[src/rtl/div_unit.sv]
// Iterative restoring divider for RV32M DIV/DIVU/REM/REMU: one quotient bit per cycle,
// with divide-by-zero and signed-overflow results produced on a short side path.
module div_unit #(
    parameter int DATA_W = 32
) (
    input  logic              clk,
    input  logic              rst,
    input  logic              start,
    input  logic [1:0]        op,
    input  logic [DATA_W-1:0] opp_a,
    input  logic [DATA_W-1:0] opp_b,
    output logic              busy,
    output logic              done,
    output logic [DATA_W-1:0] result
);

    localparam int CNT_W = $clog2(DATA_W + 1);
    localparam logic [DATA_W-1:0] MIN_NEG = {1'b1, {(DATA_W-1){1'b0}}};

    typedef enum logic [1:0] {
        S_IDLE,
        S_SPECIAL,
        S_CALC,
        S_DONE
    } state_t;

    state_t r_state, w_state_nxt;

    logic [1:0]        r_op;
    logic              r_neg_q;
    logic              r_neg_r;
    logic              r_dz;
    logic [DATA_W:0]   r_rem;
    logic [DATA_W-1:0] r_quo;
    logic [DATA_W-1:0] r_div;
    logic [DATA_W-1:0] r_result;
    logic [CNT_W-1:0]  r_cnt;

    logic              w_signed;
    logic              w_a_neg;
    logic              w_b_neg;
    logic [DATA_W-1:0] w_a_mag;
    logic [DATA_W-1:0] w_b_mag;
    logic              w_div0;
    logic              w_ovf;
    logic              w_special;
    logic              w_last;
    logic [DATA_W:0]   w_shift;
    logic [DATA_W:0]   w_diff;
    logic              w_fits;
    logic [DATA_W:0]   w_rem_nxt;
    logic [DATA_W-1:0] w_quo_nxt;
    logic [DATA_W-1:0] w_q_fin;
    logic [DATA_W-1:0] w_r_fin;
    logic [DATA_W-1:0] w_calc_res;
    logic [DATA_W-1:0] w_spec_res;

    // op[0]=0 selects the signed variants (DIV/REM)
    assign w_signed  = ~op[0];
    assign w_a_neg   = w_signed & opp_a[DATA_W-1];
    assign w_b_neg   = w_signed & opp_b[DATA_W-1];
    assign w_a_mag   = w_a_neg ? ('0 - opp_a) : opp_a;
    assign w_b_mag   = w_b_neg ? ('0 - opp_b) : opp_b;
    assign w_div0    = (opp_b == '0);
    assign w_ovf     = w_signed && (opp_a == MIN_NEG) && (&opp_b);
    assign w_special = w_div0 | w_ovf;
    assign w_last    = (r_cnt == CNT_W'(1));

    // Shift the next dividend bit in and trial-subtract; the extra top bit is the borrow
    assign w_shift   = (r_rem << 1) | (DATA_W + 1)'(r_quo[DATA_W-1]);
    assign w_diff    = w_shift - {1'b0, r_div};
    assign w_fits    = ~w_diff[DATA_W];
    assign w_rem_nxt = w_fits ? w_diff : w_shift;
    assign w_quo_nxt = {r_quo[DATA_W-2:0], w_fits};

    assign w_q_fin    = r_neg_q ? ('0 - w_quo_nxt) : w_quo_nxt;
    assign w_r_fin    = r_neg_r ? ('0 - w_rem_nxt[DATA_W-1:0]) : w_rem_nxt[DATA_W-1:0];
    assign w_calc_res = r_op[1] ? w_r_fin : w_q_fin;

    // On the special path r_quo holds the raw dividend (which is MIN_NEG on overflow)
    assign w_spec_res = r_dz ? (r_op[1] ? r_quo : '1)
                             : (r_op[1] ? '0 : r_quo);

    always_ff @(posedge clk or posedge rst) begin
        if (rst) r_state <= S_IDLE;
        else     r_state <= w_state_nxt;
    end

    always_comb begin
        w_state_nxt = r_state;
        case (r_state)
            S_IDLE:    if (start) w_state_nxt = w_special ? S_SPECIAL : S_CALC;
            S_SPECIAL: w_state_nxt = S_DONE;
            S_CALC:    if (w_last) w_state_nxt = S_DONE;
            S_DONE:    w_state_nxt = S_IDLE;
            default:   w_state_nxt = S_IDLE;
        endcase
    end

    always_ff @(posedge clk or posedge rst) begin
        if (rst) begin
            r_op     <= '0;
            r_neg_q  <= 1'b0;
            r_neg_r  <= 1'b0;
            r_dz     <= 1'b0;
            r_rem    <= '0;
            r_quo    <= '0;
            r_div    <= '0;
            r_cnt    <= '0;
            r_result <= '0;
        end else begin
            case (r_state)
                S_IDLE: begin
                    if (start) begin
                        r_op    <= op;
                        r_neg_q <= w_a_neg ^ w_b_neg;
                        r_neg_r <= w_a_neg;
                        r_dz    <= w_div0;
                        r_rem   <= '0;
                        r_quo   <= w_special ? opp_a : w_a_mag;
                        r_div   <= w_b_mag;
                        r_cnt   <= CNT_W'(DATA_W);
                    end
                end
                S_SPECIAL: r_result <= w_spec_res;
                S_CALC: begin
                    r_rem <= w_rem_nxt;
                    r_quo <= w_quo_nxt;
                    r_cnt <= r_cnt - CNT_W'(1);
                    if (w_last) r_result <= w_calc_res;
                end
                default: ;
            endcase
        end
    end

    assign busy   = (r_state != S_IDLE);
    assign done   = (r_state == S_DONE);
    assign result = r_result;

endmodule

[config.mk]
export PLATFORM = sky130hd
export DESIGN_NAME = div_unit
export DESIGN_NICKNAME = d
export VERILOG_FILES = /design/src/rtl/div_unit.sv
export SDC_FILE = /design/constraint.sdc
export NUM_CORES = 1
export LEC_CHECK = 0
export CORE_MARGIN = 4
export CORE_UTILIZATION = 35
export CTS_BUF_LIST = sky130_fd_sc_hd__clkbuf_2 sky130_fd_sc_hd__clkbuf_4 sky130_fd_sc_hd__clkbuf_8
export CTS_CLUSTER_SIZE = 28
export DETAILED_ROUTE_END_ITERATION = 6
export SETUP_SLACK_MARGIN = 0.15
export SYNTH_ARGS = -nofsm -noshare
export SYNTH_HDL_FRONTEND = slang
export SYNTH_SLANG_ARGS = --single-unit
export TNS_END_PERCENT = 5
[constraint.sdc]
create_clock -name clk -period 8.6 [get_ports clk]
set_clock_uncertainty 0.15 [all_clocks]
set_input_delay 2.15 -clock clk [delete_from_list [all_inputs] [get_ports clk]]
set_output_delay 2.15 -clock clk [all_outputs]
set_load 0.02 [all_outputs]
==> impl_metrics.tcl <==
set metrics [dict create \
    run_status "finished clean" \
    cp_common_cell "inv_1" \
    grt_max_degree 72 \
    overflow 0 \
    synth_ff_type "dfrtp_1" \
    path_class "reg2reg" \
    synth_cell_types 99 \
    grt_pass1_wl_um 63700 \
    hold_ws_ps 328 \
    cts_hold_buf 0 \
    start_util_pct 35.8 \
    antenna_cells 0 \
    grt_pass1_vias 11300 \
    synth_edf_count 0 \
    wl_um 39700 \
    cts.path.max_buffers 2 \
    rsz0062_at_grt "no" \
    io_pins 103 \
    ant_nets 0 \
    ys.warnings.count 0 \
    coreArea_um2 33900 \
    numCtsBuffers 17 \
    clk_pin_slew_ps 90 \
    insertion_delay_ps 470 \
    period_needed_ps 6520 \
    vias_per_cell 5.73 \
    nets 1708 \
    required_ps 8820 \
    root_buffer "clkbuf_8" \
    syn-instance-count 1550 \
    die_w_um 194 \
    slew_viol_final 0 \
    cts-htree-levels 4 \
    synth_nets 1662 \
    antenna_found_initial 0 \
    via_count 11800 \
    critPathBufInv 5 \
    synth-seq-cells 140 \
    slowest_stage "o21a_1" \
    gp_congestion 0.915 \
    clock_sinks 140 \
    multi_input_area_um2 8050 \
    slew_headroom_pct 23.2 \
    end_kind "flop" \
    die_h_um 194 \
    first_pass_iters 5 \
    num-fill-cells 3485 \
    placed_area_um2 13500 \
    synth_area_leaders "dfrtp_1 29%, o21ai_0 6.5%, nand2_1 5.8%" \
    hold_viol_final 0 \
    regArea_um2 3500 \
    yosys.area.top_type "dfrtp_1" \
    cp-start-kind "flop" \
    yosysSeqAreaShare_pct 28.9 \
    async_flop_share_pct 100 \
    cpLargestDelayFamily "compound AO/OA/AOI/OAI gates" \
    max_stage_delay_ps 770 \
    area_growth_syn_to_layout_pct 14.5 \
    min_path_type "reg2reg" \
    drtIter0Drc 1082 \
    fp.dieArea_um2 37700 \
    grt.total_usage_pct 20.7 \
    cp.arrival_ps 6730 \
    cts_setup_buffers 0 \
    crit_chain "inv_1 > ha_1 > inv_1 > fa_1 > a211oi_2 > o211ai_2 > a31oi_4 > a2111oi_4 > o21a_1 > nor2_4 > buf_4 > inv_2 > nor2_1 > a21oi_1 > ha_1 > inv_1 > nor3_1 > nand3b_1 > o32a_1 > o31ai_1 > xnor2_1 > a211oi_1 > a211o_1" \
    rows 67 \
    final_util_pct 41.0 \
    dp_hpwl_um 29900 \
    syn_area_per_cell_um2 7.83 \
    netlist_area_um2 12100 \
    drive_gt1_share_pct 5.85 \
    max_freq_ghz 0.153 \
    finalSetupTns_ps 0 \
    ys_top_cells_by_count "187 x nand2_1, 158 x o21ai_0, 140 x dfrtp_1" \
    cts_resized 0 \
    cap_violations 0 \
    netlist.area_leader.share_pct 28.9 \
    max_slew.worst_pin.slew_ps 1150 \
    wl_per_cell_um 19.3 \
    io_buffers 102 \
    timing.final.crit_share_pct 75.8 \
    drc 0 \
    final_cell_area_um2 13900 \
    synth.most_common_cell "nand2_1" \
    setup_viol 0 \
    crit_fanout 40 \
    tritoncts "built" \
]
==> per-layer routing <==
layer,track usage (%),part of all wire [%]
met3,2.90,4.6
met1,29.3,46
met5,0,0
met2,32.5,46
met4,7.16,3.1
==> flip-flops by register name (all words and copies together) (netlist names), 2 cells and up <==
register,cells
r_cnt,6
r_div,32
r_quo,32
r_rem,32
r_state,2
result,32
==> final cells by class <==
class	instances	share of cell area, %
inverter	61	1.68
timing repair buffer	117	8.16
multi-input combinational	1259	57.9
tap	448	4.03
clock inverter	9	0.802
sequential	140	25.2
clock buffer	22	2.18
==> through the flow <==
stage,setup WS (ps),instances
after floorplan,2550,1550
after global placement,2420,2025
after detailed placement,2240,2025
after CTS,2200,2056
after global routing,1610,2056
final,2080,2056
==> final timing paths <==
path                                           to                  start  slack [ps]  cells after the start
max in group asynchronous   r_div[26]$_DFFE_PP0P_                    rst        4860                      3
hold reg to reg             result[1]$_DFFE_PP0P_  result[1]$_DFFE_PP0P_         330                      1
setup / recovery           result[20]$_DFFE_PP0P_  r_quo[31]$_DFFE_PP0P_        2080                     23
min in group asynchronous  result[10]$_DFFE_PP0P_                    rst        2010                      2
setup reg to reg           result[20]$_DFFE_PP0P_  r_quo[31]$_DFFE_PP0P_        2080                     23
hold / removal              result[1]$_DFFE_PP0P_  result[1]$_DFFE_PP0P_         330                      1
==> placed cells by master (no fill, tap or decap), drive strengths merged, types with 16 or more instances in the layout <==
| cell | n |
|---|---|
| nor3 | 44 |
| a211oi | 16 |
| o21ai | 175 |
| xnor2 | 65 |
| clkbuf | 22 |
| and2 | 18 |
| nand4 | 17 |
| clkdlybuf4s50 | 102 |
| xor2 | 66 |
| inv | 61 |
| o31ai | 28 |
| a21oi | 132 |
| nor4 | 24 |
| o41ai | 17 |
| or3 | 17 |
| mux2i | 43 |
| nand3 | 22 |
| nand2b | 16 |
| dfrtp | 140 |
| a31oi | 16 |
| nand2 | 187 |
| nor2 | 126 |
| ha | 42 |
==> cell families (layout without fill, tap and decap cells) <==
kind of cell,Yosys count,count (layout),share of synthesized area (%)
xor+xnor,131,131,9.46
compound gates,502,502,26.6
mux,47,47,3.95
buf+inv,151,209,4.93
fa+ha+maj,46,46,4.74
flops,140,140,28.9
simple gates,533,533,21.4
Power is left out: the tool's default activity adds up to more than one toggle a clock period on the data nets, which glitch-free logic cannot reach.
